==> src/rtl/siso_pkg.sv <==
// Shared definitions for the serial frame receiver: state encoding,
// line idle level and the parity helper used by the receive FSM.
package siso_pkg;

  // Receive FSM states; the encoding is fixed so debug probes can decode it.
  typedef enum logic [1:0] {
    IDLE   = 2'd0,
    DATA   = 2'd1,
    PARITY = 2'd2,
    STOP   = 2'd3
  } state_t;

  // Level of the serial line between frames.
  localparam logic IDLE_LEVEL = 1'b1;

  // Widest data word the receiver supports.
  localparam int MAX_DATA_W = 16;

  // XOR reduction of a zero-extended data word: 1 when it holds an odd number of ones.
  function automatic logic even_parity(input logic [MAX_DATA_W-1:0] data);
    return ^data;
  endfunction

endpackage

==> src/rtl/rx_hold_reg.sv <==
// One-entry valid/ready output register holding a received word plus its
// parity flag.
//
// Handshake: a word moves to the consumer on any rising edge where
// dout_valid=1 and dout_ready=1. While dout_valid=1 and dout_ready=0 the
// contents are frozen. A load is accepted when the register is empty or
// draining on the same edge (load wins over drain); otherwise the new word
// is dropped and blocked pulses for one cycle.
module rx_hold_reg
  import siso_pkg::*;
#(
  parameter int DATA_W = 4
) (
  input  logic              clk,
  input  logic              rst,
  input  logic              load,
  input  logic [DATA_W:0]   load_data,
  input  logic              dout_ready,
  output logic [DATA_W-1:0] dout,
  output logic              parity_err,
  output logic              dout_valid,
  output logic              blocked
);

  logic load_ok;

  // A load fits when the slot is empty or is being emptied this edge.
  always_comb begin
    load_ok = load && (!dout_valid || dout_ready);
  end

  // Holding register: load, drain, or flag a dropped word.
  always_ff @(posedge clk) begin
    if (rst) begin
      dout       <= '0;
      parity_err <= 1'b0;
      dout_valid <= 1'b0;
      blocked    <= 1'b0;
    end else begin
      blocked <= 1'b0;
      if (load_ok) begin
        dout       <= load_data[DATA_W-1:0];
        parity_err <= load_data[DATA_W];
        dout_valid <= 1'b1;
      end else if (load) begin
        blocked <= 1'b1;
      end else if (dout_valid && dout_ready) begin
        dout_valid <= 1'b0;
      end
    end
  end

endmodule

==> src/rtl/sipo_frame_rx.sv <==
// Serial frame receiver: start bit, DATA_W data bits LSB-first, optional
// even parity bit, stop bit. One bit per clock, no oversampling. Good
// frames land in a one-entry valid/ready holding register; bad stop bits
// and dropped frames are reported as single-cycle pulses.
module sipo_frame_rx
  import siso_pkg::*;
#(
  parameter int DATA_W    = 4,
  parameter int PARITY_EN = 1
) (
  input  logic              clk,
  input  logic              rst,
  input  logic              sin,
  output logic [DATA_W-1:0] dout,
  output logic              dout_valid,
  input  logic              dout_ready,
  output logic              parity_err,
  output logic              frame_err,
  output logic              overrun
);

  localparam int          CNT_W    = 4;
  localparam logic [CNT_W-1:0] LAST_CNT = CNT_W'(DATA_W - 1);

  state_t              state;
  state_t              state_next;
  logic [CNT_W-1:0]    cnt;
  logic [DATA_W-1:0]   shreg;
  logic [DATA_W-1:0]   shift_next;
  logic                perr;
  logic                load;

  // New bits enter at the MSB so the first data bit ends at bit 0.
  if (DATA_W == 1) begin : g_shift_w1
    assign shift_next = sin;
  end else begin : g_shift_wn
    assign shift_next = {sin, shreg[DATA_W-1:1]};
  end

  // FSM state register.
  always_ff @(posedge clk) begin
    if (rst) state <= IDLE;
    else     state <= state_next;
  end

  // Next-state logic; a good stop bit requests a load into the holding register.
  always_comb begin
    state_next = state;
    load       = 1'b0;
    case (state)
      IDLE: begin
        if (sin != IDLE_LEVEL) state_next = DATA;
      end
      DATA: begin
        if (cnt == LAST_CNT) state_next = (PARITY_EN != 0) ? PARITY : STOP;
      end
      PARITY: begin
        state_next = STOP;
      end
      STOP: begin
        state_next = IDLE;
        load       = sin;
      end
      default: state_next = IDLE;
    endcase
  end

  // Bit counter, shifter, parity latch and framing-error pulse.
  always_ff @(posedge clk) begin
    if (rst) begin
      cnt       <= '0;
      shreg     <= '0;
      perr      <= 1'b0;
      frame_err <= 1'b0;
    end else begin
      frame_err <= (state == STOP) && !sin;
      case (state)
        IDLE: begin
          cnt  <= '0;
          perr <= 1'b0;
        end
        DATA: begin
          shreg <= shift_next;
          cnt   <= cnt + CNT_W'(1);
        end
        PARITY: begin
          perr <= even_parity(MAX_DATA_W'(shreg)) ^ sin;
        end
        default: ;
      endcase
    end
  end

  rx_hold_reg #(
    .DATA_W(DATA_W)
  ) u_hold (
    .clk        (clk),
    .rst        (rst),
    .load       (load),
    .load_data  ({perr, shreg}),
    .dout_ready (dout_ready),
    .dout       (dout),
    .parity_err (parity_err),
    .dout_valid (dout_valid),
    .blocked    (overrun)
  );

endmodule

==> config.mk <==
export PLATFORM = sky130hd
export DESIGN_NAME = sipo_frame_rx
export DESIGN_NICKNAME = d
export VERILOG_FILES = /design/src/rtl/siso_pkg.sv /design/src/rtl/rx_hold_reg.sv /design/src/rtl/sipo_frame_rx.sv
export SDC_FILE = /design/constraint.sdc
export NUM_CORES = 1
export LEC_CHECK = 0
export BUFFER_PORTS_ARGS = -buffer_cell sky130_fd_sc_hd__buf_2
export CAP_MARGIN = 30
export CORE_MARGIN = 2
export CORE_UTILIZATION = 50
export DETAILED_ROUTE_END_ITERATION = 8
export PLACE_DENSITY = 0.71
export REMOVE_ABC_BUFFERS = 1
export SLEW_MARGIN = 10
export SYNTH_ARGS = -nofsm -noshare
export SYNTH_HDL_FRONTEND = slang
export SYNTH_SLANG_ARGS = --single-unit
==> constraint.sdc <==
create_clock -name clk -period 4.2 [get_ports clk]
set_input_delay 0.63 -clock clk [delete_from_list [all_inputs] [get_ports clk]]
set_output_delay 0.63 -clock clk [all_outputs]
set_load 0.005 [all_outputs]
==> flow_metrics.py <==
metrics = {
    "global_route": {
        "grt_pass1_vias": 610,
        "grt_overflow": 0,
        "grt_max_degree": 20,
        "antenna_found_initial": 0,
        "grt_pass1_wl_um": 2580,
        "track_usage": 0.178,
    },
    "clock_network": {
        "cts_made_buffers": 3,
        "htreeDepth": 1,
        "cts_tree": "built",
        "cts_buffer_depth": 2,
        "insertion_delay_ps": 290,
        "cts_num_sinks": 19,
        "cts_hold_buf": 0,
        "post_cts_buffers": 0,
        "cts_resized": 0,
        "root_buffer": "clkbuf_4",
        "clkTransAtPathRegs_ps": 100,
    },
    "synth": {
        "yosysWarnings": 0,
        "syn_inst": 84,
        "ys_types": 21,
        "yosysMostFrequentCell": "dfxtp_1",
        "synth-seq-area-share": 0.451,
        "synth-seq-cells": 19,
        "synth_area_um2": 843,
        "synth_area_leader_cell": "dfxtp_1",
        "synthTopCellsByCount": "dfxtp_1, nor2_1, mux2i_1",
        "syn_avg_cell_area_um2": 10.0,
        "async_flop_share": 0,
        "synth_edf_count": 0,
        "synth_top_area_share": 0.451,
        "synthTopCellsByArea": "dfxtp_1, mux2i_1, nor2_1",
        "synth_top_flop_cell": "dfxtp_1",
    },
    "routing": {
        "wire_per_inst_um": 12.9,
        "drt_first_pass_iters": 4,
        "first_iter_violations": 18,
        "vias": 586,
        "vias_per_cell": 5.28,
        "drc_errors": 0,
        "detail_route.wirelength_um": 1430,
        "antenna_left": 0,
    },
    "timing": {
        "setup-violations-final": 0,
        "fmax_ghz": 0.638,
        "skew_ps": 2.40,
        "finalCriticalPeriod_ps": 1570,
        "layout_worst_path_cycle_share": 0.373,
        "relSlewSlack": 0.590,
        "tightest_slew_ps": 616,
        "finalMaxSlewViolations": 0,
        "grt_setup_unrepaired": "no",
        "fin_tns_setup_ps": 0,
        "hold_slack_ps": 506,
        "hold_viol_final": 0,
    },
    "worst_setup_path": {
        "path_cells": "ha_1 > nand2_1 > nor2b_1 > mux2i_1 > nor2_1",
        "r2r_slack_ps": 2630,
        "slowest_delay_ps": 460,
        "crit_fanout": 5,
        "worst_setup_path_start_kind": "register",
        "critPathBufInv": 0,
        "crit_family": "simple AND/OR/NAND/NOR gates",
        "path_class": "register to register",
        "arrival_ps": 1750,
        "cpMaxStageDelayCell": "nor2b_1",
        "required_ps": 4380,
        "cp-end-kind": "register",
    },
    "pwr": {
        "combPwrFrac": 0.334,
        "seqPwrFrac": 0.472,
        "power_frac_clock": 0.195,
        "intPower_uw": 304,
        "power_switching_share": 0.341,
        "total_leakage_power_nw": 0.386,
        "p_per_area_nw_per_um2": 499,
        "peakVddDrop_uv": 302,
        "total_power_uw": 461,
        "switchingPower_uw": 157,
    },
    "placed_design": {
        "post-dp-hpwl_um": 1070,
        "place_congestion": 0.726,
        "io_buffer_count": 11,
        "dpl_cell_area_um2": 898,
    },
    "floorplan": {
        "die_width_um": 45.1,
        "start_util": 0.547,
        "core_area_um2": 1540,
        "die_area_um2": 2030,
        "die_h_um": 45.1,
        "row_count": 14,
        "io_pins": 12,
    },
    "final_layout": {
        "drive_above_1_share": 0.179,
        "num_antenna_cells": 0,
        "nets": 105,
        "syn2layout_area_growth_pct": 9.64,
        "final_util": 0.600,
        "final_area_um2": 925,
    },
    "min_path": {
        "hold_class": "register to register",
    },
    "run_status": {
        "status": "finished, final reports clean",
    },
    "run": {
        "maxCapViolations": 0,
    },
}
-- state kept, by name, summed over array words and instances, names as in the netlist --
signal	count
cnt	4
shreg	4
u_hold.dout	4
state	2
frame_err	1
perr	1
u_hold.blocked	1
u_hold.dout_valid	1
u_hold.parity_err	1
-- through the flow --
step	worst slack, ps	instances
final	2630	111
after global routing	2420	111
after CTS	2630	111
after detailed placement	2410	107
after global placement	2450	107
after floorplan	2680	80
-- worst min-delay path: stages, from the launching register on --
cell and delay, ps:
dfxtp_1 330, mux2i_1 70, nor2_1 80
-- power groups by stage --
stage               Combinational (mW)  Clock, mW  Sequential (mW)
floorplan                        0.127          0            0.218
global placement                 0.150          0            0.222
detailed placement               0.155          0            0.222
CTS                              0.155     0.0924            0.218
global route                     0.176     0.0990            0.222
finish                           0.154     0.0898            0.218
-- layout by cell type (no fill, tap or decap), drive strengths merged --
master  instances
a211oi          1
a21oi           6
a22oi           1
buf            11
clkbuf          4
dfxtp          19
ha              5
inv             3
mux2i          10
nand2           2
nand2b          1
nand3           1
nor2           17
nor2b           1
nor3            2
nor3b           5
or3b            1
xnor2           2
xnor3           1
xor2            2
-- kinds of logic (layout without fill, tap and decap cells) --
group	after synthesis	after routing	synth area share
XOR/XNOR	5	5	0.0683
AND/OR/NAND/NOR	30	30	0.175
multiplexers	10	10	0.119
flip-flops	19	19	0.451
adder cells (fa/ha/maj)	5	5	0.0742
buffers and inverters	7	18	0.0371
AO/OA/AOI/OAI	8	8	0.0757
-- worst paths after layout --
path | start | endpoint | cells past startpoint
max | state[0]$_SDFFE_PP0P_ | u_hold.dout[2]$_SDFFE_PP0P_ | 5
min | u_hold.dout[0]$_SDFFE_PP0P_ | u_hold.dout[0]$_SDFFE_PP0P_ | 2
max reg2reg | state[0]$_SDFFE_PP0P_ | u_hold.dout[2]$_SDFFE_PP0P_ | 5
min reg2reg | u_hold.dout[0]$_SDFFE_PP0P_ | u_hold.dout[0]$_SDFFE_PP0P_ | 2
-- area by class of cell --
cell class | instances | area [um2]
multi-input combinational | 58 | 432
sequential | 19 | 380
clock buffer | 4 | 26.3
tap | 16 | 20.0
fill | 150 | 617
inverter | 3 | 11.3
timing repair buffer | 11 | 55.1
-- metal layers --
layer  track usage  routed length, um
met3        0.0360                 48
met4        0.0882                 17
met2         0.297                709
met5             0                  0
met1         0.216                656
Power figures use the tool's default switching activity.
